--- config.mk ---
export PLATFORM = sky130hd
export DESIGN_NAME = pc_sequencer
export DESIGN_NICKNAME = d
export VERILOG_FILES = /design/src/rtl/pc_sequencer.sv
export SDC_FILE = /design/constraint.sdc
export NUM_CORES = 1
export LEC_CHECK = 0
export CAP_MARGIN = 15
export CELL_PAD_IN_SITES_DETAIL_PLACEMENT = 0
export CELL_PAD_IN_SITES_GLOBAL_PLACEMENT = 1
export CORE_ASPECT_RATIO = 1.25
export CORE_UTILIZATION = 29
export DETAILED_ROUTE_END_ITERATION = 8
export PLACE_DENSITY = 0.71
export SYNTH_ARGS = -nofsm -noshare
export SYNTH_HDL_FRONTEND = slang
export SYNTH_SLANG_ARGS = --single-unit
--- constraint.sdc ---
create_clock -name clk -period 10.3 [get_ports clk]
set_clock_uncertainty 0.15 [all_clocks]
set_input_delay 3.09 -clock clk [delete_from_list [all_inputs] [get_ports clk]]
set_output_delay 3.09 -clock clk [all_outputs]
set_load 0.005 [all_outputs]
--- src/rtl/pc_sequencer.sv ---
// -----------------------------------------------------------------------------
// pc_sequencer
//   Multi-cycle next-PC sequencer for the RV32 core. It walks IDLE -> FETCH ->
//   EXEC -> FETCH ...
//   In FETCH it fetches an instruction over a req/ack handshake and latches it.
//   In EXEC it holds the instruction for the datapath. When the datapath
//   reports completion, it resolves the next PC. Sources for the next PC, in
//   priority order: interrupt entry, misalignment trap (optional), taken
//   branch / jal / jalr target, pc+4.
//   It also keeps an exception PC and a retired-instruction counter.
//
// Optional feature macro: MISALIGN_TRAP_EN
//   Defined   : a taken target with addr[1:0] != 0 redirects to TRAP_VEC,
//               records the faulting PC in epc and sets the sticky misalign.
//   Undefined : targets are used as computed; misalign_o is tied low.
//
// Ports
//   clk, rst_n      clock (rising edge), asynchronous active-low reset
//   imem_req_o      fetch request, high in FETCH
//   imem_addr_o     fetch address (= pc)
//   imem_ack_i      instruction valid on ins_i (only looked at in FETCH)
//   ins_i           instruction from memory
//   ins_q_o         latched instruction, stable through EXEC
//   exec_valid_o    high in EXEC
//   ex_done_i       datapath finished current instruction (only in EXEC)
//   zero_i/lt_i/ltu_i  ALU compare flags for rs1-rs2
//   rs1_val_i       rs1 operand for the jalr target
//   int_req_i       interrupt request (pulse or level), made sticky internally
//   entry_point_i   interrupt target
//   pc_o, pc_plus4_o, link_o   current PC, PC+4, jal/jalr writeback value
//   epc_o           exception PC
//   misalign_o      sticky misaligned-target flag
//   instret_o       retired-instruction count (wraps)
// -----------------------------------------------------------------------------
module pc_sequencer #(
    parameter int unsigned     XLEN     = 32,
    parameter logic [XLEN-1:0] RESET_PC = 32'h0000_0028,
    parameter int unsigned     CNT_W    = 32
`ifdef MISALIGN_TRAP_EN
    ,
    parameter logic [XLEN-1:0] TRAP_VEC = 32'h0000_0004
`endif
) (
    input  logic             clk,
    input  logic             rst_n,
    output logic             imem_req_o,
    output logic [XLEN-1:0]  imem_addr_o,
    input  logic             imem_ack_i,
    input  logic [31:0]      ins_i,
    output logic [31:0]      ins_q_o,
    output logic             exec_valid_o,
    input  logic             ex_done_i,
    input  logic             zero_i,
    input  logic             lt_i,
    input  logic             ltu_i,
    input  logic [XLEN-1:0]  rs1_val_i,
    input  logic             int_req_i,
    input  logic [XLEN-1:0]  entry_point_i,
    output logic [XLEN-1:0]  pc_o,
    output logic [XLEN-1:0]  pc_plus4_o,
    output logic [XLEN-1:0]  link_o,
    output logic [XLEN-1:0]  epc_o,
    output logic             misalign_o,
    output logic [CNT_W-1:0] instret_o
);

    localparam logic [6:0] OPC_BRANCH = 7'b1100011;
    localparam logic [6:0] OPC_JAL    = 7'b1101111;
    localparam logic [6:0] OPC_JALR   = 7'b1100111;

    // Clears bit 0 of the jalr sum.
    localparam logic [XLEN-1:0] JALR_MASK = {{(XLEN-1){1'b1}}, 1'b0};

    typedef enum logic [1:0] {
        S_IDLE  = 2'b00,
        S_FETCH = 2'b01,
        S_EXEC  = 2'b10
    } state_e;

    state_e            state_q, state_d;
    logic [XLEN-1:0]   pc_q, pc_d;
    logic [31:0]       ins_q, ins_d;
    logic [XLEN-1:0]   epc_q, epc_d;
    logic [CNT_W-1:0]  instret_q, instret_d;
    logic              int_pend_q, int_pend_d;
`ifdef MISALIGN_TRAP_EN
    logic              misalign_q, misalign_d;
    logic              misaligned_s;
`endif

    logic [XLEN-1:0]   seq_pc_s;
    logic [XLEN-1:0]   b_imm_s, j_imm_s, i_imm_s;
    logic              br_cond_s;
    logic              jump_s;
    logic [XLEN-1:0]   target_s;
    logic [XLEN-1:0]   flow_pc_s;
    logic              int_take_s;

    assign seq_pc_s = pc_q + XLEN'(32'd4);

    // Immediates are byte offsets, sign-extended from the latched instruction.
    assign b_imm_s = {{(XLEN-13){ins_q[31]}}, ins_q[31], ins_q[7], ins_q[30:25], ins_q[11:8], 1'b0};
    assign j_imm_s = {{(XLEN-21){ins_q[31]}}, ins_q[31], ins_q[19:12], ins_q[20], ins_q[30:21], 1'b0};
    assign i_imm_s = {{(XLEN-12){ins_q[31]}}, ins_q[31:20]};

    // Branch condition selected by funct3; 010/011 are never taken.
    always_comb begin
        br_cond_s = 1'b0;
        case (ins_q[14:12])
            3'b000:  br_cond_s = zero_i;
            3'b001:  br_cond_s = ~zero_i;
            3'b100:  br_cond_s = lt_i;
            3'b101:  br_cond_s = ~lt_i;
            3'b110:  br_cond_s = ltu_i;
            3'b111:  br_cond_s = ~ltu_i;
            default: br_cond_s = 1'b0;
        endcase
    end

    // Control-transfer target and whether it is taken.
    always_comb begin
        jump_s   = 1'b0;
        target_s = seq_pc_s;
        if (ins_q[6:0] == OPC_BRANCH) begin
            jump_s   = br_cond_s;
            target_s = pc_q + b_imm_s;
        end else if (ins_q[6:0] == OPC_JAL) begin
            jump_s   = 1'b1;
            target_s = pc_q + j_imm_s;
        end else if (ins_q[6:0] == OPC_JALR) begin
            jump_s   = 1'b1;
            target_s = (rs1_val_i + i_imm_s) & JALR_MASK;
        end else begin
            jump_s   = 1'b0;
            target_s = seq_pc_s;
        end
    end

    // PC the instruction would hand over to if no interrupt were pending.
`ifdef MISALIGN_TRAP_EN
    assign misaligned_s = jump_s & (target_s[1:0] != 2'b00);
    assign flow_pc_s    = misaligned_s ? TRAP_VEC : (jump_s ? target_s : seq_pc_s);
`else
    assign flow_pc_s    = jump_s ? target_s : seq_pc_s;
`endif

    // A request arriving on the completing clock is honoured right away.
    assign int_take_s = int_pend_q | int_req_i;

    // Next-state and register-update logic.
    always_comb begin
        state_d    = state_q;
        pc_d       = pc_q;
        ins_d      = ins_q;
        epc_d      = epc_q;
        instret_d  = instret_q;
        int_pend_d = int_pend_q | int_req_i;
`ifdef MISALIGN_TRAP_EN
        misalign_d = misalign_q;
`endif
        case (state_q)
            S_IDLE: begin
                state_d = S_FETCH;
            end
            S_FETCH: begin
                if (imem_ack_i) begin
                    ins_d   = ins_i;
                    state_d = S_EXEC;
                end else begin
                    state_d = S_FETCH;
                end
            end
            S_EXEC: begin
                if (ex_done_i) begin
                    state_d   = S_FETCH;
                    instret_d = instret_q + CNT_W'(32'd1);
                    if (int_take_s) begin
                        // epc holds the PC the interrupted flow would have continued at.
                        pc_d       = entry_point_i;
                        epc_d      = flow_pc_s;
                        int_pend_d = 1'b0;
`ifdef MISALIGN_TRAP_EN
                    end else if (misaligned_s) begin
                        pc_d       = TRAP_VEC;
                        epc_d      = pc_q;
                        misalign_d = 1'b1;
`endif
                    end else begin
                        pc_d = flow_pc_s;
                    end
                end else begin
                    state_d = S_EXEC;
                end
            end
            default: begin
                state_d = S_IDLE;
            end
        endcase
    end

    // State and datapath registers.
    always_ff @(posedge clk or negedge rst_n) begin
        if (!rst_n) begin
            state_q    <= S_IDLE;
            pc_q       <= RESET_PC;
            ins_q      <= 32'h0000_0000;
            epc_q      <= '0;
            instret_q  <= '0;
            int_pend_q <= 1'b0;
`ifdef MISALIGN_TRAP_EN
            misalign_q <= 1'b0;
`endif
        end else begin
            state_q    <= state_d;
            pc_q       <= pc_d;
            ins_q      <= ins_d;
            epc_q      <= epc_d;
            instret_q  <= instret_d;
            int_pend_q <= int_pend_d;
`ifdef MISALIGN_TRAP_EN
            misalign_q <= misalign_d;
`endif
        end
    end

    assign imem_req_o   = (state_q == S_FETCH);
    assign exec_valid_o = (state_q == S_EXEC);
    assign imem_addr_o  = pc_q;
    assign pc_o         = pc_q;
    assign pc_plus4_o   = seq_pc_s;
    assign link_o       = seq_pc_s;
    assign ins_q_o      = ins_q;
    assign epc_o        = epc_q;
    assign instret_o    = instret_q;
`ifdef MISALIGN_TRAP_EN
    assign misalign_o   = misalign_q;
`else
    assign misalign_o   = 1'b0;
`endif

endmodule

# Yosys cells after proc, flatten, opt, wreduce, memory -nomap -nowiden
# Cells that the tools add are included.
[classes] n_addsub=5 eq_ne=10 n_mux=14 bitwise=4 n_reduce_logical=5
[op_table] cell="2-to-1 mux 32 bit" count=5
[op_table] cell="adder 32 bit" count=3
[op_table] cell="adder 32 x 1 -> 32 bit (second input constant)" count=1
[op_table] cell="adder 32 x 3 -> 32 bit (second input constant)" count=1
[op_table] cell="equality test 7 bit (second input constant)" count=3
[op_table] cell="equality test 3 bit (second input constant)" count=4
[op_table] cell="one-hot mux 1 bit (6 select lines)" count=1
[op_table] cell="one-hot mux 2 bit (3 select lines)" count=1
[op_table] cell="2-to-1 mux 1 bit" count=5
[op_table] cell="2-to-1 mux 2 bit" count=2
[op_table] cell="AND reduction 2 bit" count=2
[op_table] cell="equality test 3 x 1 -> 1 bit (second input constant)" count=1
[op_table] cell="logical NOT 3 bit" count=1
[op_table] cell="inverter 1 bit" count=3
[op_table] cell="AND reduction 3 bit" count=1
[op_table] cell="equality test 2 x 1 -> 1 bit (second input constant)" count=1
[op_table] cell="equality test 2 bit (second input constant)" count=1
[op_table] cell="logical NOT 2 bit" count=1
[op_table] cell="OR 1 bit" count=1
[totals] register_bits=131 in_bits=104 output_inout_bits=227 word_cells=44

# Depth between registers and ports, before layout
# Gate-level depths: netlist (run 1).
[depth] ltp_word=6 ltp_mapped=12 mapped_depth_nobuf=12

# Worst setup path before layout (run 1)
# No wires, ideal clock.
[synth_timing] path_kind="in2reg" startpoint="input rs1_val_i[0]" endpoint="register pc_q[18], in the netlist imem_addr_o[18]" setup_ns=0.132 arrival_ns=5.424 t_required_ns=10.018 slack_ns=4.594 cell_stages=11 n_path_buf=0 path_cell_list="and2_1 -> fa_1 -> a21o_1 -> a221oi_2 -> o21a_1 -> o211ai_2 -> a211oi_2 -> xnor2_1 -> a221o_1 -> o32ai_1 -> o21ai_1"
[synth_via] elab_chain_len=6
[synth_rtl] item="start: declaration" line="56" text="input logic [XLEN-1:0] rs1_val_i,"
[synth_rtl] item="adder 32 bit" line="132" text="target_s = (rs1_val_i + i_imm_s) & JALR_MASK;"
[synth_rtl] item="2-to-1 mux 32 bit" line="130" text="end else if (ins_q[6:0] == OPC_JALR) begin"
[synth_rtl] item="2-to-1 mux 32 bit" line="127" text="end else if (ins_q[6:0] == OPC_JAL) begin"
[synth_rtl] item="2-to-1 mux 32 bit" line="124" text="if (ins_q[6:0] == OPC_BRANCH) begin"
[synth_rtl] item="2-to-1 mux 32 bit" line="144" text="assign flow_pc_s = jump_s ? target_s : seq_pc_s;"
[synth_rtl] item="2-to-1 mux 32 bit" line="177" text="if (int_take_s) begin"
[synth_rtl] item="end signal: assignment" line="215" text="pc_q <= pc_d;"
[synth_rtl] item="end: declaration" line="81" text="logic [XLEN-1:0] pc_q, pc_d;"
# No other way between the ends.
# A chain may end at the register's enable or synchronous reset.

# Final worst setup path (run 1)
[layout_timing] startpoint="register pc_q[2], in the netlist imem_addr_o[2]" endpoint="output link_o[26]"
[layout_via] elab_chain_len=1
[layout_rtl] item="adder 32 x 3 -> 32 bit" line="99" text="assign seq_pc_s = pc_q + XLEN'(32'd4);"
[layout_rtl] item="end: declaration" line="61" text="output logic [XLEN-1:0] link_o,"
# No other way between the ends.

==> metrics.txt, run 1 <==
status finished, final reports clean; cts hold-fix bufs 0; Mean Syn Cell Area 8.21 µm²; register area share after synthesis approximately 27%; CP startpoint kind flop; Post-Syn Instances about 1500; IO Pins about 330; CP Max Fanout 11; power per cell area around 350 nW/µm²; Critical Path RT around 7100 ps; hpwl dp about 37 mm; Initial DRC Count 810; max-cap viol count 0; Max Fclk 146 MHz; Root Driver clkbuf_16; IO Port Bufs approximately 330; Hold WC Path Type flop to flop; CTS tree built; R2R Path Start ins_q_o[31]; Setup TNS 0 ps; hold slack roughly 320 ps; final net count 1881; number of global-route vias before repair about 12000; Synth Register Bits about 130; initial antenna violation count 1; # setup viols final 0; actual slew at the worst max-slew pin between 1000 and 1500 ps; fin crit period 6840 ps; post-cts resize count 0; GP Congestion a little over 0.9; final core utilization between 30% and 40%; Area Overhead vs Synth 32.4%; Die Wd around 180 µm; Setup crit end kind output pin; antenna viol nets, final 0; RSZ-0062 raised after global routing false; Final Cycle Share ~66%; Critical Path Source imem_addr_o[2]; Hold EP epc_o[11]; Worst EP arrival 3600 ps; async set or reset register ratio after synthesis 100%; Clock Latency Late Sink approximately 450 ps; maximum VDD drop 0.000157 V; r2r setup slk roughly 6300 ps; EDFF count, synth 0; H-tree depth 4; cts bufs inserted 17; Top FF cell, synth dfrtp_1; Clock Path Buffers 2; CP max-delay cell nor4_2; FILL cells 4173; Inst Count DP 2232; largest net degree at the start of global routing slightly below 70; WS Path Type flop to output pin; Tot GR Track Use between 20% and 30%; Core Region approximately 41000 µm²; Vias/cell ~5.3; Slew HR a little over a quarter; critical path's largest stage delay around 710 ps; clock edge transition at the registers on the reported setup and hold paths around 60 ps; Final Non-Filler Cells around 2300; die area roughly 42000 µm²; Hold Path Origin epc_o[11]; DRC errors left 0; Synth Cell Area around 12000 µm²; DIE HEIGHT 230 µm; Yosys warnings 0; clk sinks 131; WHS Path Cells 2; Post-Syn Nets 1653; drt total wl 46.9 mm; worst reg2reg path depth 11; RR Endpoint imem_addr_o[27]; Critical Path, Cell by Cell ha_1 > nand2_1 > nor4_2 > nand3_1 > nor2_1 > xor2_1 > clkdlybuf4s50_1; Hold Vio Cnt, Final 0; Rows 83; max-slew violation count 0; setup bufs post-CTS 0; average wire per standard cell slightly above 20 µm; Via Count 12000; Synth cell types just under 90; TritonRoute pass-1 iters 7; gr ovfl total 0; first-pass GRT wire length 71.5 mm; LEAKAGE between 6 and 7 nW; starting density of the core 29.4%; share of cells above drive strength 1 between 6 and 7%
[cells in the mapped netlist (12+ instances only)]
cell / n / area, µm²
and2_1: 12 / 75.1
mux2i_1: 13 / 130
nand2b_1: 14 / 87.6
xor2_1: 37 / 324
mux2_2: 38 / 428
o21a_1: 19 / 143
o211ai_1: 17 / 128
buf_4: 67 / 503
nand3_1: 66 / 330
a31oi_1: 12 / 75.1
o21ai_1: 12 / 60.1
nor3_1: 30 / 150
nand4_1: 26 / 163
a21oi_1: 117 / 586
and3_1: 32 / 200
ha_1: 75 / 938
nand2_1: 160 / 601
xnor2_1: 75 / 657
dfrtp_1: 129 / 3230
o31ai_1: 23 / 173
o21ai_0: 80 / 400
a21o_1: 34 / 255
inv_1: 35 / 131
nor2_1: 104 / 390
a211oi_1: 27 / 203
clkbuf_1: 51 / 191
[sequential cells by signal (all words and copies together), names as in the netlist]
register	cells
instret_o	32
int_pend_q	1
imem_addr_o	32
state_q	2
epc_o	32
ins_q_o	32
[worst max path at each step]
| stage | end | slack [ps] | depth (start not counted) |
|---|---|---|---|
| floorplan | imem_addr_o[18] | 4590 | 11 |
| global placement | imem_addr_o[30] | 3670 | 12 |
| detailed placement | imem_addr_o[27] | 3610 | 11 |
| CTS | link_o[26] | 3380 | 7 |
| global route | link_o[26] | 3280 | 7 |
| finish | link_o[26] | 3460 | 7 |
[cell usage in the layout, fill, tap and decap left out, types with 26 or more instances in the layout]
cell             netlist  routed
mux2_2                38      38
a21o_1                34      34
nand4_1               26      26
and3_1                32      32
o21ai_0               80      80
xor2_1                37      37
inv_1                 35      35
dfrtp_1              129     129
a21oi_1              117     116
clkdlybuf4s50_1        0     328
a211oi_1              27      27
ha_1                  75      75
nand3_1               66      66
nand2_1              160     160
nor2_1               104     101
nor3_1                30      30
xnor2_1               75      75
[area by class of cell]
class,count,area (µm²),area share (%)
clock inverter,14,188,1.17
sequential,131,3280,20.5
multi-input combinational,1173,7860,49.2
inverter,35,131,0.822
timing repair buffer,341,3380,21.2
antenna,1,2.50,0.0157
tap,552,691,4.32
clock buffer,18,439,2.75
[logic make-up (layout without fill, tap and decap cells)]
kind of cell	Yosys count	in the layout	synth area share [%]
AND/OR/NAND/NOR	497	497	19.9
AO/OA/AOI/OAI	434	434	24.1
multiplexers	51	51	4.62
buffers and inverters	167	408	7.76
XOR/XNOR	112	112	8.13
flip-flops	131	131	27.2
other	1	2	0.0311
adder cells (fa/ha/maj)	78	78	8.27
[power by group]
group	switching (W)	internal [W]
sequential	0.000348	0.000708
clock	0.000265	0.000395
combinational	0.00211	0.00179
[through the flow]
step	area, µm²	power, W	setup WS [ps]
3_5_place_dp	15400	0.00494	3610
5_1_grt	16000	0.00607	3280
3_3_place_gp	15400	0.00492	3670
6_report	16000	0.00562	3460
4_1_cts	16000	0.00563	3380
2_1_floorplan	12100	0.00349	4590
[routing by layer]
| metal | GRT usage, % | vias to the layer above | routed length (µm) |
|---|---|---|---|
| li1 | - | 5785 | - |
| met1 | 30.0 | 5798 | 20900 |
| met2 | 36.9 | 361 | 22700 |
| met3 | 3.15 | 31 | 2600 |
| met4 | 4.66 | 0 | 621 |
| met5 | 0 | - | 0 |
[critical path, delay by kind of cell (launching register included)]
kind / cells / cell delay [ps]
adder cells (fa/ha/maj): 1 / 340
XOR/XNOR: 1 / 300
buffers and inverters: 1 / 570
AND/OR/NAND/NOR: 4 / 1290
flip-flops: 1 / 630
(Power assumes the default switching activity.)
==> inputs of run 2 (changes only) <==
==> constraint.sdc (replaced) <==
create_clock -name clk -period 6.5 [get_ports clk]
set_clock_uncertainty 0.15 [all_clocks]
set_input_delay 1.95 -clock clk [delete_from_list [all_inputs] [get_ports clk]]
set_output_delay 1.95 -clock clk [all_outputs]
set_load 0.005 [all_outputs]
==> metrics.txt, run 2 (synthesis results as in run 1) <==
critical path's largest stage delay 690 ps (-20 ps); Die Wd 184 µm (unchanged); WS Path Type flop to output pin; actual slew at the worst max-slew pin 1090 ps (-14.3 ps); FILL cells 4205 (+0.77%); Area Overhead vs Synth 32.4% (about the same); Slew HR 27.1% (+0.96 points); CTS tree built; most frequent cells in the layout 328 x clkdlybuf4s50_1, 160 x nand2_1, 129 x dfrtp_1; maximum VDD drop 0.000244 V (+56%); CP max-delay cell dfstp_2; initial antenna violation count 1 (unchanged); Via Count 12000 (+0.34%); status finished, final reports clean; CP Max Fanout 8 (-3); Inst Count DP 2236 (+0.18%); Critical Path, Cell by Cell nand4_2 > nor4_4 > and3_1 > nand2_1 > xnor2_1 > clkdlybuf4s50_1; post-cts resize count 0 (unchanged); gr busiest metal met2; RR Endpoint epc_o[28]; max-cap viol count 0 (unchanged); DRC errors left 0 (unchanged); IO Port Bufs 329 (unchanged); Core Region 41000 µm² (unchanged); Hold WC Path Type flop to flop; WHS Path Cells 1 (-1); Critical Path Source imem_addr_o[5]; starting density of the core 29.4% (unchanged); power per cell area 554 nW/µm² (+58%); DIE HEIGHT 230 µm (unchanged); worst reg2reg path depth 10 (-1); gr ovfl total 0 (unchanged); IO Pins 331 (unchanged); Rows 83 (unchanged); cts bufs inserted 17 (unchanged); Final Cycle Share a little under nine tenths; Clock Path Buffers 2 (unchanged); max-slew violation count 0 (unchanged); Max Fclk between 150 and 200 MHz; setup bufs post-CTS 0 (unchanged); Tot GR Track Use 22.4% (+0.32 points); GP Congestion 0.917 (about the same); met3 GRT Util 3.01% (-0.14 points); H-tree depth 4 (unchanged); Final Non-Filler Cells 2269 (+0.18%); # setup viols final 0 (unchanged); antenna viol nets, final 0 (unchanged); clk sinks 131 (unchanged); Setup crit end kind output pin; LEAKAGE 6.59 nW (about the same); fin crit period 5600 ps; Clock Latency Late Sink 460 ps (about the same); final core utilization 39.0% (about the same); r2r setup slk 2490 ps (-3770 ps); die area 42400 µm² (unchanged); R2R Path Start ins_q_o[31]; first-pass GRT wire length 72.2 mm (+0.91%); drt total wl 47.5 mm (+1.3%); clock edge transition at the registers on the reported setup and hold paths 70 ps (about the same); Vias/cell 5.30 (+0.17%); cts hold-fix bufs 0 (unchanged); RSZ-0062 raised after global routing false; number of global-route vias before repair 11700 (+0.57%); final net count 1885 (+0.21%); Root Driver clkbuf_16; Worst EP arrival 3500 ps (-100 ps); largest net degree at the start of global routing 91 (+32%); Setup TNS 0 ps (unchanged); GR Util met2 37.2% (+0.27 points); Hold Vio Cnt, Final 0 (unchanged); share of cells above drive strength 1 7.11% (+0.22 points); CP endpoint link_o[25]; most common cell after layout, fill and taps aside clkdlybuf4s50_1; hpwl dp 37.4 mm (+1.3%); Critical Path RT 4400 ps (-2660 ps); hold slack 326 ps (+6.60 ps); TritonRoute pass-1 iters 5 (-2); Initial DRC Count 702 (-13%); met1 usage 30.4% (+0.45 points); average wire per standard cell 20.9 µm (+1.2%); CP startpoint kind flop
run 2: cell types whose count changed in the layout (fill, tap and decap cells not counted), sizes merged:
cell,change
inv,-1
clkbuf,+1
bufinv,-2
clkinv,+2
buf,+4
run 2: through the flow:
step	instance area, µm²	total power (W)	setup slack [ps]
final	16000	0.00886	896
after global routing	16000	0.00953	767
after CTS	16000	0.00886	835
after detailed placement	15400	0.00782	922
after global placement	15400	0.00778	988
after floorplan	12100	0.00552	1930
run 2: where the power goes:
| part | internal (W) | switching (W) | total (W) |
|---|---|---|---|
| Clock | 0.000561 | 0.000446 | 0.00101 |
| Sequential | 0.00112 | 0.000588 | 0.00171 |
| Combinational | 0.00284 | 0.00330 | 0.00614 |
run 2: cell type report:
cell class                      instances  area, µm²  area share (%)
Clock inverter                         13        141           0.885
Timing Repair Buffer                  345       3410            21.4
Tap cell                              552        691            4.32
Antenna cell                            1       2.50          0.0157
Multi-Input combinational cell       1173       7860            49.2
Clock buffer                           19        453            2.83
Sequential cell                       131       3280            20.5
Inverter                               35        131           0.822
run 2: critical path: cells and delay by family (launching register included):
kind	cells	cell delay, ps
xor gates and xnor gates	1	430
buffers and inverters	1	590
DFF	1	690
and+or+nand+nor	4	1320
run 2: metal layers:
metal / vias to the layer above / wire length (µm)
met5: - / 0
met4: 0 / 653
met3: 31 / 2460
met2: 367 / 22700
met1: 5804 / 21700
li1: 5814 / -
run 2: worst min-delay path by stage:
stage	startpoint	to	slack, ps
global placement	epc_o[11]	epc_o[11]	300
global route	epc_o[0]	epc_o[0]	350
finish	epc_o[4]	epc_o[4]	330
detailed placement	epc_o[9]	epc_o[9]	310
CTS	epc_o[9]	epc_o[9]	330
floorplan	state_q[1]	state_q[0]	310
==> inputs of run 3 (changes only) <==
--- a/config.mk
+++ b/config.mk
@@ -5,6 +5,7 @@
 export SDC_FILE = /design/constraint.sdc
 export NUM_CORES = 1
 export LEC_CHECK = 0
+export ABC_CLOCK_PERIOD_IN_PS = 6500
 export CAP_MARGIN = 15
 export CELL_PAD_IN_SITES_DETAIL_PLACEMENT = 0
 export CELL_PAD_IN_SITES_GLOBAL_PLACEMENT = 1
@@ -12,6 +13,7 @@
 export CORE_UTILIZATION = 29
 export DETAILED_ROUTE_END_ITERATION = 8
 export PLACE_DENSITY = 0.71
+export REMOVE_ABC_BUFFERS = 1
 export SYNTH_ARGS = -nofsm -noshare
 export SYNTH_HDL_FRONTEND = slang
 export SYNTH_SLANG_ARGS = --single-unit
==> metrics.txt, run 3 (synthesis results as in run 1) <==
status finished, final reports clean; met2 WL post-DR 25.1 mm (+10%); hpwl dp 39.0 mm (+4.1%); max-cap viol count 0 (unchanged); Initial DRC Count 700 (-0.28%); average wire per standard cell 21.8 µm (+4.3%); Root Driver clkbuf_16; R2R Path Start ins_q_o[31]; Setup TNS 0 ps (unchanged); actual slew at the worst max-slew pin 1160 ps (+71.8 ps); antenna viol nets, final 0 (unchanged); n_diodes 0 (-1); CP endpoint pc_plus4_o[25]; power per cell area 558 nW/µm² (+0.64%); M1 WL 20.0 mm (-7.8%); number of global-route vias before repair 12200 (+4.3%); starting density of the core 29.4% (unchanged); Sw Ratio 49.7% (+0.77 points); first-pass GRT wire length 74.4 mm (+3.1%); drt total wl 49.6 mm (+4.3%); Total Power 0.00892 W (+0.67%); IO Port Bufs 329 (unchanged); Rows 83 (unchanged); Critical Path RT 4400 ps (about the same); final net count 1886 (+0.053%); Slew HR 22.2% (-4.9 points); PnR worst setup slack 880 ps (-16.1 ps); critical path's largest stage delay 710 ps (+20 ps); post-cts resize count 0 (unchanged); WHS Path Cells 2 (+1); fin crit period 5620 ps (+16.1 ps); Via Count 12300 (+2.1%); CP startpoint kind flop; initial antenna violation count 1 (unchanged); Top delay family on crit path simple AND/OR/NAND/NOR gates; hold slack 324 ps (-1.75 ps); Hold WC Path Type flop to flop; Worst path depth 6 (unchanged); Vias/cell 5.41 (+2.1%); routed length on met3 2.31 mm (-6.2%); DR top layer met4; Area Overhead vs Synth 32.4% (about the same); Critical Path, Cell by Cell nand4_1 > nor3_1 > and3_1 > nand2_1 > xnor2_1 > clkdlybuf4s50_1; share of cells above drive strength 1 7.16% (+0.054 points); Worst EP arrival 3520 ps (+20 ps); clk sinks 131 (unchanged); IO Pins 331 (unchanged); RR Endpoint epc_o[28]; Critical Path Source imem_addr_o[17]; Hold Vio Cnt, Final 0 (unchanged); cts bufs inserted 17 (unchanged); WS Path Type flop to output pin; FILL cells 4203 (-0.048%); Tot GR Track Use 23.4% (+1.0 points); CP Max Fanout 9 (+1); Final Non-Filler Cells 2269 (unchanged); # setup viols final 0 (unchanged); largest net degree at the start of global routing 97 (+6.6%); clock power share 11.3% (about the same); Clock Latency Late Sink 460 ps (about the same); Max Fclk 178 MHz (-0.29%); Core Region 41000 µm² (unchanged); setup bufs post-CTS 0 (unchanged); TritonRoute pass-1 iters 5 (unchanged); Die Wd 184 µm (unchanged); Seq pwr share 19.1% (-0.2 points); DRC errors left 0 (unchanged); WP buf/inv 1 (unchanged); most common cell after layout, fill and taps aside clkdlybuf4s50_1; max-slew violation count 0 (unchanged); LEAKAGE 6.59 nW (+0.13%); Setup crit end kind output pin; Inst Count DP 2237 (+0.045%); Clock Path Buffers 2 (unchanged); most frequent cells in the layout 328 x clkdlybuf4s50_1, 160 x nand2_1, 129 x dfrtp_1; DIE HEIGHT 230 µm (unchanged); Comb pwr share 69.6% (+0.2 points); maximum VDD drop 0.000290 V (+19%); H-tree depth 4 (unchanged); design internal power 0.00449 W (-0.84%); CTS tree built; r2r setup slk 2570 ps (+80 ps); clock edge transition at the registers on the reported setup and hold paths 70 ps (about the same); RSZ-0062 raised after global routing false; DP Worst Slack 861 ps (-61.5 ps); worst reg2reg path depth 10 (unchanged); die area 42400 µm² (unchanged); GP Congestion 0.896 (-2.3%); Final Cycle Share 86.5% (+0.25 points); P_sw 0.00443 W (+2.3%); gr ovfl total 0 (unchanged); cts hold-fix bufs 0 (unchanged); CP max-delay cell nor3_1
==> run 3: cell count changes in the layout (fill, tap and decap cells not counted), sizes merged <==
cell	delta
bufinv	-1
diode	-1
clkinvlp	-1
buf	+1
inv	+5
clkinv	-1
clkbuf	-2
==> run 3: worst min-delay path: cells and delay by family (launching register included) <==
kind / cells / cell delay [ps]
and+or+nand+nor: 2 / 100
DFF: 1 / 340
==> run 3: metal layers <==
| layer | track usage (%) | vias to the layer above |
|---|---|---|
| met2 | 41.8 | 416 |
| li1 | - | 5807 |
| met4 | 11.5 | 0 |
| met3 | 3.69 | 79 |
| met5 | 0 | - |
| met1 | 26.9 | 5966 |
==> run 3: through the flow <==
step,util (%),instance area (µm²)
global placement,37.5,15400
floorplan,-,11300
finish,39.0,16000
global route,39.0,16000
detailed placement,37.5,15400
CTS,39.0,16000
==> run 3: how the worst min path moves through the flow <==
stage | from | endpoint | slack [ps]
floorplan | state_q[1] | state_q[0] | 310
CTS | epc_o[0] | epc_o[0] | 330
finish | epc_o[0] | epc_o[0] | 320
global placement | epc_o[0] | epc_o[0] | 310
global route | epc_o[25] | epc_o[25] | 360
detailed placement | epc_o[0] | epc_o[0] | 310
==> run 3: power by group through the flow <==
stage / combinational, W / sequential [W] / clock (W)
5_1_grt: 0.00678 / 0.00175 / 0.00106
3_3_place_gp: 0.00614 / 0.00172 / 0
6_report: 0.00621 / 0.00170 / 0.00101
3_5_place_dp: 0.00616 / 0.00173 / 0
4_1_cts: 0.00620 / 0.00172 / 0.00102
2_1_floorplan: 0.00366 / 0.00154 / 0
==> run 3: layout make-up <==
cell class              count  area [µm²]  share of cell area (%)
clock buffers              17         425                    2.66
flip-flops and latches    131        3280                    20.5
clock inverters            15         169                    1.06
inverters                  35         131                   0.822
well taps                 552         691                    4.32
multi-input cells        1173        7860                    49.2
repair buffers            346        3420                    21.4
==> RTL change: new RTL, flow settings as in run 2 <==
Reset style: synchronous (`rst_n`), changed in one clocked block. Comments in the files are not updated.
--- a/src/rtl/pc_sequencer.sv
+++ b/src/rtl/pc_sequencer.sv
@@ -199,7 +199,7 @@
     end
 
     // State and datapath registers.
-    always_ff @(posedge clk or negedge rst_n) begin
+    always_ff @(posedge clk) begin
         if (!rst_n) begin
             state_q    <= S_IDLE;
             pc_q       <= RESET_PC;
Check against the original RTL: differs if rst_n is asserted again (counterexample within 4 cycles, from zero or initial values and one cycle with rst_n low); with rst_n held inactive, the same outputs for 4 cycles.
==> RTL change against run 2 <==
- design area shrank 4.0%
- cell count is 1.6% higher
- critical path depth up 1
- hold slack worse by 0.019 ns
- first-iteration DRC count increased by 26%
- routed wire length up 8.3%
- sequential cell count unchanged
- worst setup slack got worse by 0.017 ns
- global-route usage is 2.2 points higher
- area after synthesis decreased by 3.9%
- critical path type unchanged
Power is left out: it rests on default switching activity, and per cell area and clock period it moved more than threefold.
==> RTL change: results (changes against run 2) <==
| Metric | Value |
|---|---|
| # diodes | 0 (-1) |
| Maximum number of pins on one net before global-route repair | 46 (-49%) |
| Post-DP HPWL | 39.9 mm (+6.6%) |
| Num CTS Buffers | 17 (unchanged) |
| Worst Path Arrival | 3.52 ns (+0.02 ns) |
| CTS Buffer Depth | 2 (unchanged) |
| Worst min path class | flip-flop to flip-flop |
| Initial antenna violation count | 0 (-1) |
| Drt first pass iters | 5 (unchanged) |
| Number of DRC markers in iteration 0 | 882 (+26%) |
| Gr usage total | 0.246 (+0.0217) |
| YS warnings | 0 (unchanged) |
| Post-cts sizing count | 0 (unchanged) |
| Hold path depth | 2 (+1) |
| Critical path fanouts, max | 10 (+2) |
| Top post-synthesis cells by area | dfxtp_1, a21oi_1, ha_1 |
| First-pass GRT wire length | 76.2 mm (+5.6%) |
| Clock root buffer | clkbuf_16 |
| Top FF cell, synth | dfxtp_1 |
| Seq/Total Area, Yosys | 0.226 (-0.0458) |
| Synth async-reset ratio | 0 (-1.00) |
| Share of cells above drive strength 1 | 0.0520 (-0.0191) |
| Met2 wire len | 25.5 mm (+12%) |
| Clock-pin slew of the registers on the worst-case setup and hold paths | 0.07 ns (about the same) |
| Postcts setup bufs | 0 (unchanged) |
| Wirelength per Cell | 22.3 um (+6.6%) |
| Post-Syn Nets | 1,765 (+6.8%) |
| Fin nets | 1,976 (+4.8%) |
| Final GP Congestion | 0.954 (+4.0%) |
| Worst Tran Pin Value | 1.00 ns (-0.0906 ns) |
| WL met1 | 20.9 mm (-3.6%) |
| Number of I/O port buffers | 329 (unchanged) |
| Htree depth | 4 (unchanged) |
| Worst Reg2Reg Path Length in Cells | 12 (+2) |
| EDFF count, synth | 0 (unchanged) |
| Status | completed |
| Routed wl met3 | 2.17 mm (-12%) |
| Top layer in use | met4 |
| Later-pin clock latency in the skew report | 0.43 ns (-0.03 ns) |
| Vias per cell | 5.47 (+3.2%) |
| Synth top cells by count | nand2_1, a21oi_1, nor2_1 |
| Filler cell count | 4,103 (-2.4%) |
| Vias in the first global route | 12.4k (+5.8%) |
| Synth cell types | 89 (unchanged) |
## RTL change: changes by cell type after synthesis, moves of 10 or more
cell	run 2	this run
mux2_2	38	2
and3_1	32	18
a211oi_1	27	9
clkbuf_1	51	62
dfxtp_1	0	131
inv_1	35	25
a21oi_1	117	192
dfrtp_1	129	0
nand3_1	66	52
nand2_1	160	199
xnor2_1	75	62
nor2_1	104	151
## RTL change: worst max-delay path, stage by stage (launching register included)
cell and delay, ns:
dfxtp_1 0.67, and4_1 0.28, and2_1 0.27, and3_4 0.28, and3_4 0.23, nand2_1 0.07
xnor2_1 0.64, clkdlybuf4s50_1 0.63
## RTL change: stage by stage
step | setup WS [ns] | cell area, um2 | hold slack (ns) | cells
2_1_floorplan | 2.12 | 11600 | 0.298 | 1583
3_3_place_gp | 0.879 | 14700 | 0.292 | 2273
3_5_place_dp | 0.895 | 14700 | 0.297 | 2273
4_1_cts | 0.889 | 15300 | 0.309 | 2305
5_1_grt | 0.767 | 15300 | 0.324 | 2305
6_report | 0.879 | 15300 | 0.307 | 2305
## RTL change: worst paths after layout
| path | start | end | slack (ns) |
|---|---|---|---|
| max reg2reg | imem_addr_o[2]$_SDFFE_PN0P_ | epc_o[29]$_SDFFE_PN0P_ | 2.26 |
| min reg2reg | epc_o[14]$_SDFFE_PN0P_ | epc_o[14]$_SDFFE_PN0P_ | 0.31 |
| max | imem_addr_o[4]$_SDFFE_PN0P_ | link_o[25] | 0.88 |
| min | epc_o[14]$_SDFFE_PN0P_ | epc_o[14]$_SDFFE_PN0P_ | 0.31 |
## RTL change: per-layer routing
metal  global-route usage  vias up
met5                    0        -
met4                0.141        0
met3               0.0297      104
met2                0.439      427
met1                0.283     5971
li1                     -     6097
## RTL change: cell families after synthesis
family,Yosys count,synth area share
compound gates,505,0.277
simple gates,568,0.229
flops,131,0.226
fa+ha+maj,78,0.0861
mux,13,0.0114
xor+xnor,101,0.0769
buf+inv,186,0.0931
other cells,1,0.000323
## RTL change: area by class of cell
cell class                 instances  area, um2  area share
clock buffer                      17        425      0.0277
tap                              498        623      0.0406
sequential                       131       2620       0.171
multi-input combinational       1266       7910       0.516
clock inverter                    15        178      0.0116
timing repair buffer             352       3480       0.227
inverter                          26       98.8     0.00644
